### config.mk
export PLATFORM = sky130hd
export DESIGN_NAME = uart_tx_fifo_flat
export DESIGN_NICKNAME = d
export VERILOG_FILES = /design/src/rtl/uart_tx_fifo_if.sv /design/src/rtl/uart_tx_fifo.sv /design/src/flat_wrapper.sv
export SDC_FILE = /design/constraint.sdc
export NUM_CORES = 1
export LEC_CHECK = 0
export ABC_AREA = 1
export BUFFER_PORTS_ARGS = -buffer_cell sky130_fd_sc_hd__buf_2
export CORE_UTILIZATION = 60
export CTS_BUF_LIST = sky130_fd_sc_hd__clkbuf_8
export CTS_CLUSTER_DIAMETER = 100
export CTS_CLUSTER_SIZE = 30
export DETAILED_ROUTE_END_ITERATION = 10
export HOLD_SLACK_MARGIN = 0.08
export PLACE_DENSITY = 0.83
export SYNTH_ARGS = -nofsm -noshare
export SYNTH_HDL_FRONTEND = slang
export SYNTH_SLANG_ARGS = --single-unit
### constraint.sdc
create_clock -name clk -period 4.8 [get_ports clk]
set_input_delay 0.24 -clock clk [delete_from_list [all_inputs] [get_ports clk]]
set_output_delay 0.24 -clock clk [all_outputs]
set_load 0.02 [all_outputs]
### src/rtl/uart_tx_fifo_if.sv
// Handshake/status bundle between the CSR/TX FSM side and the TX FIFO.
// The FIFO side uses the slave modport.
interface uart_tx_fifo_if #(
    parameter int DATA_W = 8,
    parameter int DEPTH  = 16,
    parameter int CNT_W  = $clog2(DEPTH + 1)
);
    logic              wr_en;
    logic [DATA_W-1:0] wr_data;
    logic              flush;
    logic              ovf_clr;
    logic              tx_data_ready;
    logic              send;
    logic [DATA_W-1:0] tx_data;
    logic              full;
    logic              empty;
    logic [CNT_W-1:0]  level;
    logic              overflow;
    logic              level_irq;

    modport master (
        output wr_en, wr_data, flush, ovf_clr, tx_data_ready,
        input  send, tx_data, full, empty, level, overflow, level_irq
    );

    modport slave (
        input  wr_en, wr_data, flush, ovf_clr, tx_data_ready,
        output send, tx_data, full, empty, level, overflow, level_irq
    );
endinterface

### src/rtl/uart_tx_fifo.sv
// Show-ahead transmit FIFO feeding the UART TX FSM with level/overflow status.
// Define UART_TX_FIFO_LEVEL_IRQ_EN to build the registered low-level interrupt.
module uart_tx_fifo #(
    parameter int DATA_W = 8,
    parameter int DEPTH  = 16,
    parameter int CNT_W  = $clog2(DEPTH + 1)
`ifdef UART_TX_FIFO_LEVEL_IRQ_EN
    ,
    parameter int IRQ_THRESH = DEPTH / 4
`endif
) (
    input logic           clk,
    input logic           rst,
    uart_tx_fifo_if.slave bus
);
    localparam int PTR_W = $clog2(DEPTH);

    logic [DATA_W-1:0] mem [DEPTH];
    logic [PTR_W-1:0]  wr_ptr;
    logic [PTR_W-1:0]  rd_ptr;
    logic [CNT_W-1:0]  cnt;
    logic              ovf;
    logic              is_full;
    logic              is_empty;
    logic              pop;
    logic              push;
    logic              drop;

    assign is_full  = (cnt == CNT_W'(DEPTH));
    assign is_empty = (cnt == '0);

    // flush wins over both sides, and a discarded write is not an overflow
    assign pop  = ~is_empty & bus.tx_data_ready & ~bus.flush;
    assign push = bus.wr_en & (~is_full | pop) & ~bus.flush;
    assign drop = bus.wr_en & is_full & ~pop & ~bus.flush;

    always_ff @(posedge clk or posedge rst) begin
        if (rst) begin
            wr_ptr <= '0;
            rd_ptr <= '0;
            cnt    <= '0;
        end else if (bus.flush) begin
            wr_ptr <= '0;
            rd_ptr <= '0;
            cnt    <= '0;
        end else begin
            if (push)
                wr_ptr <= wr_ptr + PTR_W'(1);
            if (pop)
                rd_ptr <= rd_ptr + PTR_W'(1);
            if (push & ~pop)
                cnt <= cnt + CNT_W'(1);
            else if (pop & ~push)
                cnt <= cnt - CNT_W'(1);
        end
    end

    always_ff @(posedge clk) begin
        if (push)
            mem[wr_ptr] <= bus.wr_data;
    end

    always_ff @(posedge clk or posedge rst) begin
        if (rst)
            ovf <= 1'b0;
        else if (drop)
            ovf <= 1'b1;
        else if (bus.ovf_clr)
            ovf <= 1'b0;
    end

    assign bus.send     = ~is_empty;
    assign bus.empty    = is_empty;
    assign bus.full     = is_full;
    assign bus.level    = cnt;
    assign bus.overflow = ovf;
    // gated so the head reads as zero whenever nothing is queued
    assign bus.tx_data  = is_empty ? '0 : mem[rd_ptr];

`ifdef UART_TX_FIFO_LEVEL_IRQ_EN
    logic irq;

    always_ff @(posedge clk or posedge rst) begin
        if (rst)
            irq <= 1'b0;
        else
            irq <= (cnt <= CNT_W'(IRQ_THRESH));
    end

    assign bus.level_irq = irq;
`else
    assign bus.level_irq = 1'b0;
`endif
endmodule

### src/flat_wrapper.sv
// flat-port wrapper written by rule: the top's interface ports become plain ports
module uart_tx_fifo_flat 
#(
    parameter int DATA_W = 8,
    parameter int DEPTH  = 16,
    parameter int CNT_W  = $clog2(DEPTH + 1)

)
  (clk, rst, bus_wr_en, bus_wr_data, bus_flush, bus_ovf_clr, bus_tx_data_ready, bus_send, bus_tx_data, bus_full, bus_empty, bus_level, bus_overflow, bus_level_irq);
  uart_tx_fifo_if #(.DATA_W(DATA_W), .DEPTH(DEPTH), .CNT_W(CNT_W)) bus_i ();
  input logic clk;
  input logic rst;
  input wire logic [$bits(bus_i.wr_en)-1:0] bus_wr_en;
  input wire logic [$bits(bus_i.wr_data)-1:0] bus_wr_data;
  input wire logic [$bits(bus_i.flush)-1:0] bus_flush;
  input wire logic [$bits(bus_i.ovf_clr)-1:0] bus_ovf_clr;
  input wire logic [$bits(bus_i.tx_data_ready)-1:0] bus_tx_data_ready;
  output wire logic [$bits(bus_i.send)-1:0] bus_send;
  output wire logic [$bits(bus_i.tx_data)-1:0] bus_tx_data;
  output wire logic [$bits(bus_i.full)-1:0] bus_full;
  output wire logic [$bits(bus_i.empty)-1:0] bus_empty;
  output wire logic [$bits(bus_i.level)-1:0] bus_level;
  output wire logic [$bits(bus_i.overflow)-1:0] bus_overflow;
  output wire logic [$bits(bus_i.level_irq)-1:0] bus_level_irq;
  assign bus_i.wr_en = bus_wr_en;
  assign bus_i.wr_data = bus_wr_data;
  assign bus_i.flush = bus_flush;
  assign bus_i.ovf_clr = bus_ovf_clr;
  assign bus_i.tx_data_ready = bus_tx_data_ready;
  assign bus_send = bus_i.send;
  assign bus_tx_data = bus_i.tx_data;
  assign bus_full = bus_i.full;
  assign bus_empty = bus_i.empty;
  assign bus_level = bus_i.level;
  assign bus_overflow = bus_i.overflow;
  assign bus_level_irq = bus_i.level_irq;
  uart_tx_fifo #(.DATA_W(DATA_W), .DEPTH(DEPTH), .CNT_W(CNT_W)) u_core (.clk(clk), .rst(rst), .bus(bus_i));
endmodule
; After elaboration in Yosys (flattened, before gate mapping)
; Memory sizes are Yosys's and may differ from the RTL's.
; Index checks and enable logic that the tools add are counted.
[classes]
addsub = 4
n_reduce_logical = 5
bitwise = 15
eq_ne = 1
n_mux = 12
[op_table]
columns = cell, n
row1 = 4-bit two-way mux, 4
row2 = 5-bit two-way mux, 3
row3 = 1-bit AND, 9
row4 = 4-bit by 1-bit adder with 4-bit output (second input constant), 2
row5 = 8-bit two-way mux, 1
row6 = 2-bit nonzero test, 3
row7 = 5-bit by 1-bit adder with 5-bit output (second input constant), 1
row8 = 5-bit equality test (second input constant), 1
row9 = 5-bit logical NOT, 1
row10 = 1-bit NOT, 5
row11 = 5-bit by 1-bit subtractor with 5-bit output (second input constant), 1
row12 = 1-bit two-way mux, 4
row13 = 3-bit nonzero test, 1
row14 = 1-bit OR, 1
[word_totals]
regBits = 14
mem_count = 1
output_inout_bits = 18
mem_bits_rw = 128
input_bits = 14
elab_cells = 42
[memory_table]
columns = name, words, word_bits, rd, rd_ports_with_merged_regs, write_ports, line
row1 = u_core.mem, 16, 8, 1, 0, 1, uart_tx_fifo.sv:18  ; logic [DATA_W-1:0] mem [DEPTH];

; Depth between registers and ports, before layout
[depth]
ltp_word = 12
mapped_depth = 14
ltp_nobuf = 14

; Least setup slack after synthesis
; No wires, ideal clock.
[synth_path]
kind = register to register
start = register u_core.cnt[0] (netlist: u_core.bus.level[0])
end = memory u_core.mem[12][0], enable pin
required_ps = 4417
n_path_buf = 1
arrival_time_ps = 1903
setup_time_ps = 383
synth_period_minus_slack_ps = 2287
setup_slack_ps = 2513
stages_incl_launch_ff = 8
path_cell_list = dfrtp_1 nor2_1 nand3_1 inv_1 nand2_2 nand2_2 buf_6 nor3_1
[synth_between]
word_cells_on_any_way = 11
[synth_lines]
columns = element, line
row1 = start: declaration, uart_tx_fifo.sv:21  ; logic [CNT_W-1:0] cnt;
row2 = start signal: assignment, uart_tx_fifo.sv:52  ; cnt <= cnt + CNT_W'(1);
row3 = start signal: assignment, uart_tx_fifo.sv:54  ; cnt <= cnt - CNT_W'(1);
row4 = 5-bit equality test, uart_tx_fifo.sv:29  ; assign is_full = (cnt == CNT_W'(DEPTH));
row5 = net bus_full, flat_wrapper.sv:20  ; output wire logic [$bits(bus_i.full)-1:0] bus_full;
row6 = 1-bit NOT, uart_tx_fifo.sv:34  ; assign push = bus.wr_en & (~is_full | pop) & ~bus.flush;
row7 = 1-bit OR, uart_tx_fifo.sv:34
row8 = 1-bit AND (2 in series), uart_tx_fifo.sv:34
row9 = 1-bit two-way mux, uart_tx_fifo.sv:59  ; if (push)
row10 = 1-bit two-way mux (implied by the code), uart_tx_fifo.sv:60  ; mem[wr_ptr] <= bus.wr_data;
row11 = end: declaration, uart_tx_fifo.sv:18
; The timed path passes the listed nets, and every way through them passes these cells.

; Final worst setup path
[layout_path]
start = register u_core.rd_ptr[0]
end = output port bus_tx_data[7]
[layout_between]
elab_chain_len = 2
[layout_lines]
columns = element, line
row1 = start: declaration, uart_tx_fifo.sv:20  ; logic [PTR_W-1:0] rd_ptr;
row2 = start signal: assignment, uart_tx_fifo.sv:50  ; rd_ptr <= rd_ptr + PTR_W'(1);
row3 = memory 16 x 8 bit, --
row4 = 8-bit two-way mux, uart_tx_fifo.sv:78  ; assign bus.tx_data = is_empty ? '0 : mem[rd_ptr];
row5 = end: declaration, flat_wrapper.sv:19  ; output wire logic [$bits(bus_i.tx_data)-1:0] bus_tx_data;
; No other way between the ends.

==> out/results.ini <==
[clocking]
cts_root_buffer=sky130_fd_sc_hd__clkbuf_8
count_of_h_tree_levels_built_during_cts=4
cts.repair.resized=0
tritoncts=yes
clock_sinks=142
worst_skew_pair.late_latency_ps=450
post-cts-setup-buffer-count=0
cts.clk_slew.worst_paths_ps=70
cts-buffers-inserted=17
cts.hold.buffers_added=2
cts_max_path_buffers=2

[yosys]
synth_fp_nets=550
synth_enable_flop_cells=128
synth_cell_types=30
async_reset_ff_frac=0.09859
syn-instance-count=526
postSynthRegisterBits=142
synth_flop_cell=sky130_fd_sc_hd__edfxtp_1
yosysWarningCount=0
seq_area_frac_synth=0.6899
syn-cell-area_mm2=0.006080
post_synthesis_area_per_instance_um2=11.56

[timing]
report.final.hold_viol_count=0
slew-limit-headroom=0.1102
max_freq_mhz=297.3
setup_repair_after_global_routing_missed_its_margin=false
setup_violating_endpoint_count_in_the_final_report=0
finalHoldWorstSlack_ps=120.0
tightest_slew_ps=1325
finalSetupTns_ps=0
final_max_slew_viol_count=0
layout_min_cycle_time_ps=3363
period_share=0.7007
clock_skew_ps=8.305

[finish]
layout.cells.most_common_list=128 x sky130_fd_sc_hd__edfxtp_1, 82 x sky130_fd_sc_hd__nand2_1, 77 x sky130_fd_sc_hd__nor2_1
num-nets-final=581
mostFrequentLayoutCell=sky130_fd_sc_hd__edfxtp_1
area_growth_syn_to_layout_pct=11.40
postLayoutCoreUtil=0.6897
antennaDiodeCount=0
drive_above_1_share=0.1351

[setup_path]
worst_ep_arrival_time_ps=3120
path_max_fanout=51
path_class=register to output pin
cp_data_required_time_ps=4560
end_kind=output pin
timing.critical_path.from_type=register

[drt]
viasPerCell=5.986
wirelength_mm=13.81
routed-via-count=4208
firstDrtPassIters=6
remaining_drc_errors=0
wl_met1_mm=5.649
top_sig_layer=met4
length_of_routed_met2_wiring_mm=6.421
postRouteAntennaNets=0
drtIter0Drc=340
wire_per_inst_um=19.65
wl_met3_mm=1.430

[outcome]
outcome=completed

[job]
maxCapViolCount=0

[die]
floorplan.die_area_mm2=0.01054
die_w_um=102.7
dieHeight_um=102.7
ios=32
start_util=0.6191
row_count=36
design.core.area_mm2=0.009819

[power]
report.power.total_mw=3.570
leak_nw=2.502
pwr_density_cell_mw_per_mm2=527.1
maximum_resistive_drop_on_vdd_uv=469.2

[grt]
initial_antenna_violation_count=0
grt.overflow.total=0
grt.total_usage=0.2828
vias_in_the_first_global_route=4014
grt_pass1_wl_mm=20.84
largest_net_degree_at_the_start_of_global_routing=52

[placement]
post_detail_place_hpwl_mm=8.724
gpl.final_weighted_congestion=0.9079
io_buffers=30

[hold_path]
min_path_type=input pin to register

cell type report:
class                   instances  area, µm²
inverters                      24      90.09
flip-flops and latches        142       4194
multi-input cells             337       1675
well taps                     133      166.4
fillers                       727       3047
clock buffers                  17      234.0
repair buffers                 35      187.7
clock inverters                15      225.2
kinds of logic after synthesis:
kind of cell / Yosys count / share of synthesized area
AOI/OAI and AO/OA: 109 / 0.09858
xor gates and xnor gates: 4 / 0.005762
adders and majority gates: 10 / 0.02182
buffers and inverters: 47 / 0.03540
DFF: 142 / 0.6899
other: 1 / 0.0006168
and+or+nand+nor: 213 / 0.1480
synth_stat cells, drive strengths merged (3+ instances only):
cell type,instances,share of area
o211ai,8,0.0099
nor2,77,0.048
a211oi,8,0.0099
ha,9,0.019
dfrtp,14,0.058
nand3,24,0.022
nand4,3,0.0031
o21ai,71,0.058
buf,15,0.016
or2,8,0.0082
nor3,16,0.013
a21oi,21,0.019
clkbuf,8,0.0049
nand2,85,0.054
xor2,4,0.0058
inv,23,0.014
edfxtp,128,0.63
metal layers:
layer / vias to the layer above / track usage
met5: - / 0
met4: 0 / 0.1187
met3: 34 / 0.1186
met2: 234 / 0.4267
met1: 2023 / 0.3624
li1: 1917 / -
worst paths after layout:
kind	start	endpoint	slack, ps	depth (start not counted)
setup / recovery	u_core.rd_ptr[0]$_DFFE_PP0P_	bus_tx_data[7]	1440	7
min in group asynchronous	rst	u_core.bus.overflow$_DFFE_PP0P_	410	3
hold / removal	bus_wr_en	u_core.wr_ptr[2]$_DFFE_PP0P_	120	4
max in group asynchronous	rst	u_core.rd_ptr[2]$_DFFE_PP0P_	3990	3
setup reg to reg	u_core.bus.level[0]$_DFFE_PP0P_	u_core.mem[3][6]$_DFFE_PP_	1910	6
hold reg to reg	u_core.bus.overflow$_DFFE_PP0P_	u_core.bus.overflow$_DFFE_PP0P_	540	2
critical path: stages (launching register included):
cell and delay [ps]:
sky130_fd_sc_hd__dfrtp_1 620, sky130_fd_sc_hd__inv_2 700, sky130_fd_sc_hd__nand2_1 500, sky130_fd_sc_hd__o211ai_1 320, sky130_fd_sc_hd__o21ai_0 150, sky130_fd_sc_hd__nor2_1 140
sky130_fd_sc_hd__nor2_1 60, sky130_fd_sc_hd__buf_2 150
flip-flops by register name (all words and copies together), names as in the netlist:
name	flops
u_core.bus.level	5
u_core.bus.overflow	1
u_core.mem	128
u_core.rd_ptr	4
u_core.wr_ptr	4
metrics by stage:
step           cell area [µm²]  setup WS [ps]  cells
6_report                  6773           1437    703
5_1_grt                   6773           1226    703
4_1_cts                   6758           1523    701
3_5_place_dp              6279           1862    667
3_3_place_gp              6279           1987    667
2_1_floorplan             6080           2513    526
power breakdown:
group	switching [mW]	total [mW]	internal (mW)
combinational	0.725	1.02	0.298
sequential	0.0682	1.46	1.39
clock	0.425	1.09	0.660
Note: power is estimated with default switching activity, not from simulation.
